File: src/rtl/split_arbiter_pkg.sv
// Shared encodings for the split-capable bus arbiter and the slaves that talk to it.
// HRESP codes and the arbiter state encoding live here so slaves decode them identically.
package split_arbiter_pkg;

  typedef enum logic [1:0] {
    HRESP_OKAY  = 2'b00,
    HRESP_ERROR = 2'b01,
    HRESP_RETRY = 2'b10,
    HRESP_SPLIT = 2'b11
  } hresp_e;

  typedef enum logic [1:0] {
    ARB_IDLE  = 2'd0,
    ARB_GRANT = 2'd1,
    ARB_OWN   = 2'd2
  } arb_state_e;

  localparam int unsigned NumMasters = 4;
  localparam int unsigned TenureW    = 8;

  function automatic logic [NumMasters-1:0] master_oh(input logic [1:0] id);
    return 4'b0001 << id;
  endfunction

endpackage

File: src/rtl/split_arbiter_rr_pick4.sv
// Four-way round-robin picker: first eligible master searching upward from ptr+1 (mod 4).
module rr_pick4 (
  input  logic [3:0] eligible,
  input  logic [1:0] ptr,
  output logic [1:0] winner,
  output logic       any
);

  logic [1:0] idx;

  // Walk from the farthest offset back to the nearest so the nearest hit is kept.
  always_comb begin
    winner = ptr;
    any    = 1'b0;
    idx    = '0;
    for (int i = 4; i >= 1; i--) begin
      idx = ptr + 2'(i);
      if (eligible[idx]) begin
        winner = idx;
        any    = 1'b1;
      end
    end
  end

endmodule

File: src/rtl/split_arbiter.sv
// Four-master round-robin bus arbiter with locked tenures and SPLIT parking.
// Define ARB_TENURE_LIMIT_EN to build the tenure counter that forces re-arbitration.
module split_arbiter
  import split_arbiter_pkg::*;
#(
  parameter int unsigned MAX_TENURE     = 16,
  parameter int unsigned DEFAULT_MASTER = 0
) (
  input  logic       CLK,
  input  logic       RST,
  input  logic [3:0] REQ,
  input  logic [3:0] LOCK,
  input  logic       HREADY,
  input  logic [1:0] HRESP,
  input  logic [1:0] HSPLIT,
  input  logic       HSPLIT_VLD,
  output logic [3:0] GNT,
  output logic [1:0] HMAS,
  output logic       MLOCK,
  output logic [3:0] SPLIT_MASK,
  output logic       BUS_IDLE
);

  if (MAX_TENURE < 2 || MAX_TENURE > 255) begin : g_bad_tenure
    $fatal(1, "MAX_TENURE must be in 2..255");
  end

  arb_state_e state_q, state_d;
  logic [3:0] gnt_q, gnt_d;
  logic [1:0] hmas_q, hmas_d;
  logic       mlock_q, mlock_d;
  logic [3:0] mask_q, mask_d;
  logic [1:0] rr_ptr_q, rr_ptr_d;

  logic [3:0] eligible;
  logic [1:0] pick_winner;
  logic       pick_any;
  logic       split_hit;
  logic       own_lock;
  logic       own_req;
  logic       expire;

  assign eligible  = REQ & ~mask_q;
  assign split_hit = (state_q == ARB_OWN) && (HRESP == HRESP_SPLIT);
  assign own_lock  = LOCK[hmas_q];
  assign own_req   = REQ[hmas_q];

  rr_pick4 u_pick (
    .eligible (eligible),
    .ptr      (rr_ptr_q),
    .winner   (pick_winner),
    .any      (pick_any)
  );

`ifdef ARB_TENURE_LIMIT_EN
  localparam logic [TenureW-1:0] TenureLast = TenureW'(MAX_TENURE - 1);

  logic [TenureW-1:0] tenure_q, tenure_d;

  assign expire = (tenure_q == TenureLast) && (|(eligible & ~master_oh(hmas_q)));

  always_ff @(posedge CLK or posedge RST) begin
    if (RST) tenure_q <= '0;
    else     tenure_q <= tenure_d;
  end

  // Saturates so a lone owner does not wrap and miss the limit later.
  always_comb begin
    tenure_d = tenure_q;
    if (state_q == ARB_GRANT && HREADY) begin
      tenure_d = '0;
    end else if (state_q == ARB_OWN && !split_hit && HREADY) begin
      if (own_lock)                    tenure_d = '0;
      else if (tenure_q != TenureLast) tenure_d = tenure_q + 1'b1;
    end
  end
`else
  assign expire = 1'b0;
`endif

  always_ff @(posedge CLK or posedge RST) begin
    if (RST) begin
      state_q  <= ARB_IDLE;
      gnt_q    <= '0;
      hmas_q   <= 2'(DEFAULT_MASTER);
      mlock_q  <= 1'b0;
      mask_q   <= '0;
      rr_ptr_q <= 2'(DEFAULT_MASTER);
    end else begin
      state_q  <= state_d;
      gnt_q    <= gnt_d;
      hmas_q   <= hmas_d;
      mlock_q  <= mlock_d;
      mask_q   <= mask_d;
      rr_ptr_q <= rr_ptr_d;
    end
  end

  always_comb begin
    state_d = state_q;
    unique case (state_q)
      ARB_IDLE:  if (pick_any) state_d = ARB_GRANT;
      ARB_GRANT: if (HREADY) state_d = ARB_OWN;
      ARB_OWN: begin
        if (split_hit) state_d = ARB_IDLE;
        else if (HREADY && !own_lock && (!own_req || expire)) state_d = ARB_IDLE;
      end
      default:   state_d = ARB_IDLE;
    endcase
  end

  always_comb begin
    gnt_d    = gnt_q;
    hmas_d   = hmas_q;
    mlock_d  = mlock_q;
    rr_ptr_d = rr_ptr_q;
    mask_d   = mask_q;
    // Clear first so a same-bit SPLIT set below wins.
    if (HSPLIT_VLD) mask_d[HSPLIT] = 1'b0;
    if (split_hit)  mask_d[hmas_q] = 1'b1;
    unique case (state_q)
      ARB_IDLE: begin
        gnt_d = '0;
        if (pick_any) begin
          gnt_d    = master_oh(pick_winner);
          hmas_d   = pick_winner;
          rr_ptr_d = pick_winner;
        end
      end
      ARB_GRANT: if (HREADY) mlock_d = own_lock;
      ARB_OWN: begin
        if (split_hit) begin
          gnt_d   = '0;
          mlock_d = 1'b0;
        end else if (HREADY) begin
          mlock_d = own_lock;
          if (!own_lock && (!own_req || expire)) gnt_d = '0;
        end
      end
      default: begin
        gnt_d   = '0;
        mlock_d = 1'b0;
      end
    endcase
  end

  assign GNT        = gnt_q;
  assign HMAS       = hmas_q;
  assign MLOCK      = mlock_q;
  assign SPLIT_MASK = mask_q;
  assign BUS_IDLE   = (state_q == ARB_IDLE);

endmodule
File: config.mk
export PLATFORM = sky130hd
export DESIGN_NAME = split_arbiter
export DESIGN_NICKNAME = d
export VERILOG_FILES = /design/src/rtl/split_arbiter_pkg.sv /design/src/rtl/split_arbiter_rr_pick4.sv /design/src/rtl/split_arbiter.sv
export SDC_FILE = /design/constraint.sdc
export NUM_CORES = 1
export LEC_CHECK = 0
export CAP_MARGIN = 20
export CORE_ASPECT_RATIO = 0.6
export CORE_MARGIN = 2
export CORE_UTILIZATION = 23
export DETAILED_ROUTE_END_ITERATION = 6
export MAX_ROUTING_LAYER = met4
export PLACE_DENSITY = 0.53
export SYNTH_ARGS = -nofsm -noshare
export SYNTH_HDL_FRONTEND = slang
export SYNTH_HIERARCHICAL = 1
export SYNTH_SLANG_ARGS = --single-unit
File: constraint.sdc
create_clock -name CLK -period 2.5 [get_ports CLK]
set_clock_uncertainty 0.15 [all_clocks]
set_input_delay 0.5 -clock CLK [delete_from_list [all_inputs] [get_ports CLK]]
set_output_delay 0.5 -clock CLK [all_outputs]
set_load 0.05 [all_outputs]
==> impl_metrics.ini <==
[place]
port_buffers = 27
dpl.hpwl_mm = 1.82
placed_cell_area_um2 = 1190
pre_cts_slack_ns = 0.0175
place_congestion = 0.774

[detailed_routing]
drt_iter0_markers = 55
wl_per_cell_um = 13.8
via_per_inst = 4.52
drtAntennaViolNets = 0
wl_mm = 2.29
drc_errors = 0
drtPass1Iterations = 4
num_vias = 751

[sta]
final.setup.worst_slack_ns = 0.115
slew_violations = 0
slew_headroom_pct = 65.1
hold_viol_final = 0
min_period_over_period_pct = 95.4
setup_tns_ns = 0
fmax_mhz = 419
period_needed_ns = 2.38
rsz0062_at_grt = false
finalSetupViolations = 0
worstMarginPinSlew_ns = 0.523

[floorplanning]
rows = 17
die_area_um2 = 4250
ioPinCount = 28
die-width_um = 82.9
core_area_um2 = 3620
initial_utilization_pct = 23.7
die_y_um = 51.3

[cts]
cts_buffer_depth = 2
ctsResizeCount = 0
cts_tree = built
cts_setup_buffers = 0
clk_pin_slew_ns = 0.06
cts_hold_buffers = 0
cts-root-buf = clkbuf_8
cts.sinks = 13
h-tree-depth = 1
cts_buffers = 3
worstSkewPairLatency_ns = 0.25

[global_route]
gr-total-overflow = 0
grt_usage_pct = 12.1
grt_pass1_wl_mm = 3.81
antenna_found_initial = 0
grt_pass1_vias = 737
grt_start_max_net_pins = 16

[run]
cap_violations = 0

[yosys]
ys_ff_latch = 13
yosysTopAreaCellShare_pct = 37.9
ys_top_cells_by_area = dfrtp_1, ha_1, mux4_2
syn_avg_cell_area_um2 = 9.87
syn_inst = 87
synth.distinct_cells = 32
syn_nets = 108
ys_warn_count = 6
ys_seq_area_share_pct = 37.9
synth_largest_area_cell = dfrtp_1
netlist_area_um2 = 858

[pwr]
ir_drop_v = 0.000592
p_total_w = 0.00160
leakagePower_nw = 0.528
powerDensity_nw_per_um2 = 1300

[status]
status = completed

[setup_path]
crit_fanout = 11
path_class = reg2out
timing.critical_path.to_type = output port
slowest_stage = clkdlybuf4s50_1
critPathArrivalTime_ns = 1.73
crit_buf_inv = 1
start_kind = flip-flop
cp.required_ns = 1.85
reg2reg_slack_ns = 0.32
cpLargestDelayFamily = buffers and inverters
slowest_delay_ns = 0.89
crit_chain = clkdlybuf4s50_1

[cells_and_area]
fin_area_um2 = 1240
final_nets = 141
drive_above_1_share_pct = 12.6
area_delta_synth_final_pct = 44.0
diodes = 0

[hold_path]
hp-class = reg2reg
[per-stage QoR]
stage               hold WS, ns  utilization [%]  instances
floorplan                 0.227                -         87
global placement          0.334             32.9        162
detailed placement        0.332             32.9        162
CTS                       0.350             34.2        166
global route              0.388             34.2        166
finish                    0.347             34.2        166
[synth_stat cells (all sizes together)]
cell type,count
o211ai,1
nor3,3
a221o,1
a211oi,1
mux2i,1
mux4,2
a31oi,1
o22ai,1
or3b,1
or4,1
nand3,1
a22o,1
nor2b,5
a21oi,2
a32o,1
nor3b,3
ha,5
and3,1
nor2,2
a21boi,1
nand2b,3
dfrtp,13
inv,8
o2bb2ai,4
nand2,10
o21bai,2
o21ai,9
mux2,3
[layer usage]
metal	global-route usage (%)	share of wire [%]
met1	16.5	54
met2	16.9	40
met3	4.36	4.6
met4	3.28	0.74
met5	-	0
[state kept, by name, indices dropped and copies added, names as in the netlist]
| register | count |
|---|---|
| GNT | 4 |
| SPLIT_MASK | 4 |
| rr_ptr_q | 2 |
| state_q | 2 |
| MLOCK | 1 |
[area by class of cell]
cell class	count	area, µm²
Fill cell	360	2380
Multi-Input combinational cell	66	503
Sequential cell	13	325
Timing Repair Buffer	28	273
Tap cell	47	58.8
Clock buffer	3	41.3
Inverter	8	30.0
Clock inverter	1	5.00
[worst paths after layout]
check	startpoint	to	cells past startpoint
hold reg to reg	GNT[1]	GNT[1]	1
hold / removal	GNT[1]	GNT[1]	1
setup reg to reg	rr_ptr_q[0]	GNT[2]	4
setup / recovery	rr_ptr_q[0]	HMAS[0]	1
min in group asynchronous	RST	state_q[1]	2
max in group asynchronous	RST	GNT[0]	2
[cell usage in the layout, fill, tap and decap left out, types with 2 or more instances in the layout]
cell type         n
nand2b_1          3
clkbuf_8          3
ha_1              5
o2bb2ai_1         4
o21ai_0           8
mux4_2            2
buf_4             3
clkdlybuf4s50_1  25
nand2_1          10
nor3_1            3
nor2b_1           5
dfrtp_1          13
nor3b_1           2
mux2_4            2
a21oi_1           2
inv_1             8
nor2_1            2
[kinds of logic (layout without fill, tap and decap cells)]
kind of cell	after synthesis	after routing	share of synthesized area (%)
DFF	13	13	37.9
adders and majority gates	5	5	7.29
muxes	6	6	11.2
buffers and inverters	8	40	3.50
and+or+nand+nor	30	30	20.0
AOI/OAI and AO/OA	25	25	20.1
[power breakdown]
part / switching [W] / internal, W
Clock: 0.0000845 / 0.000110
Combinational: 0.000604 / 0.000388
Sequential: 0.000120 / 0.000298
Total: 0.000808 / 0.000796
(Power assumes the default switching activity.)
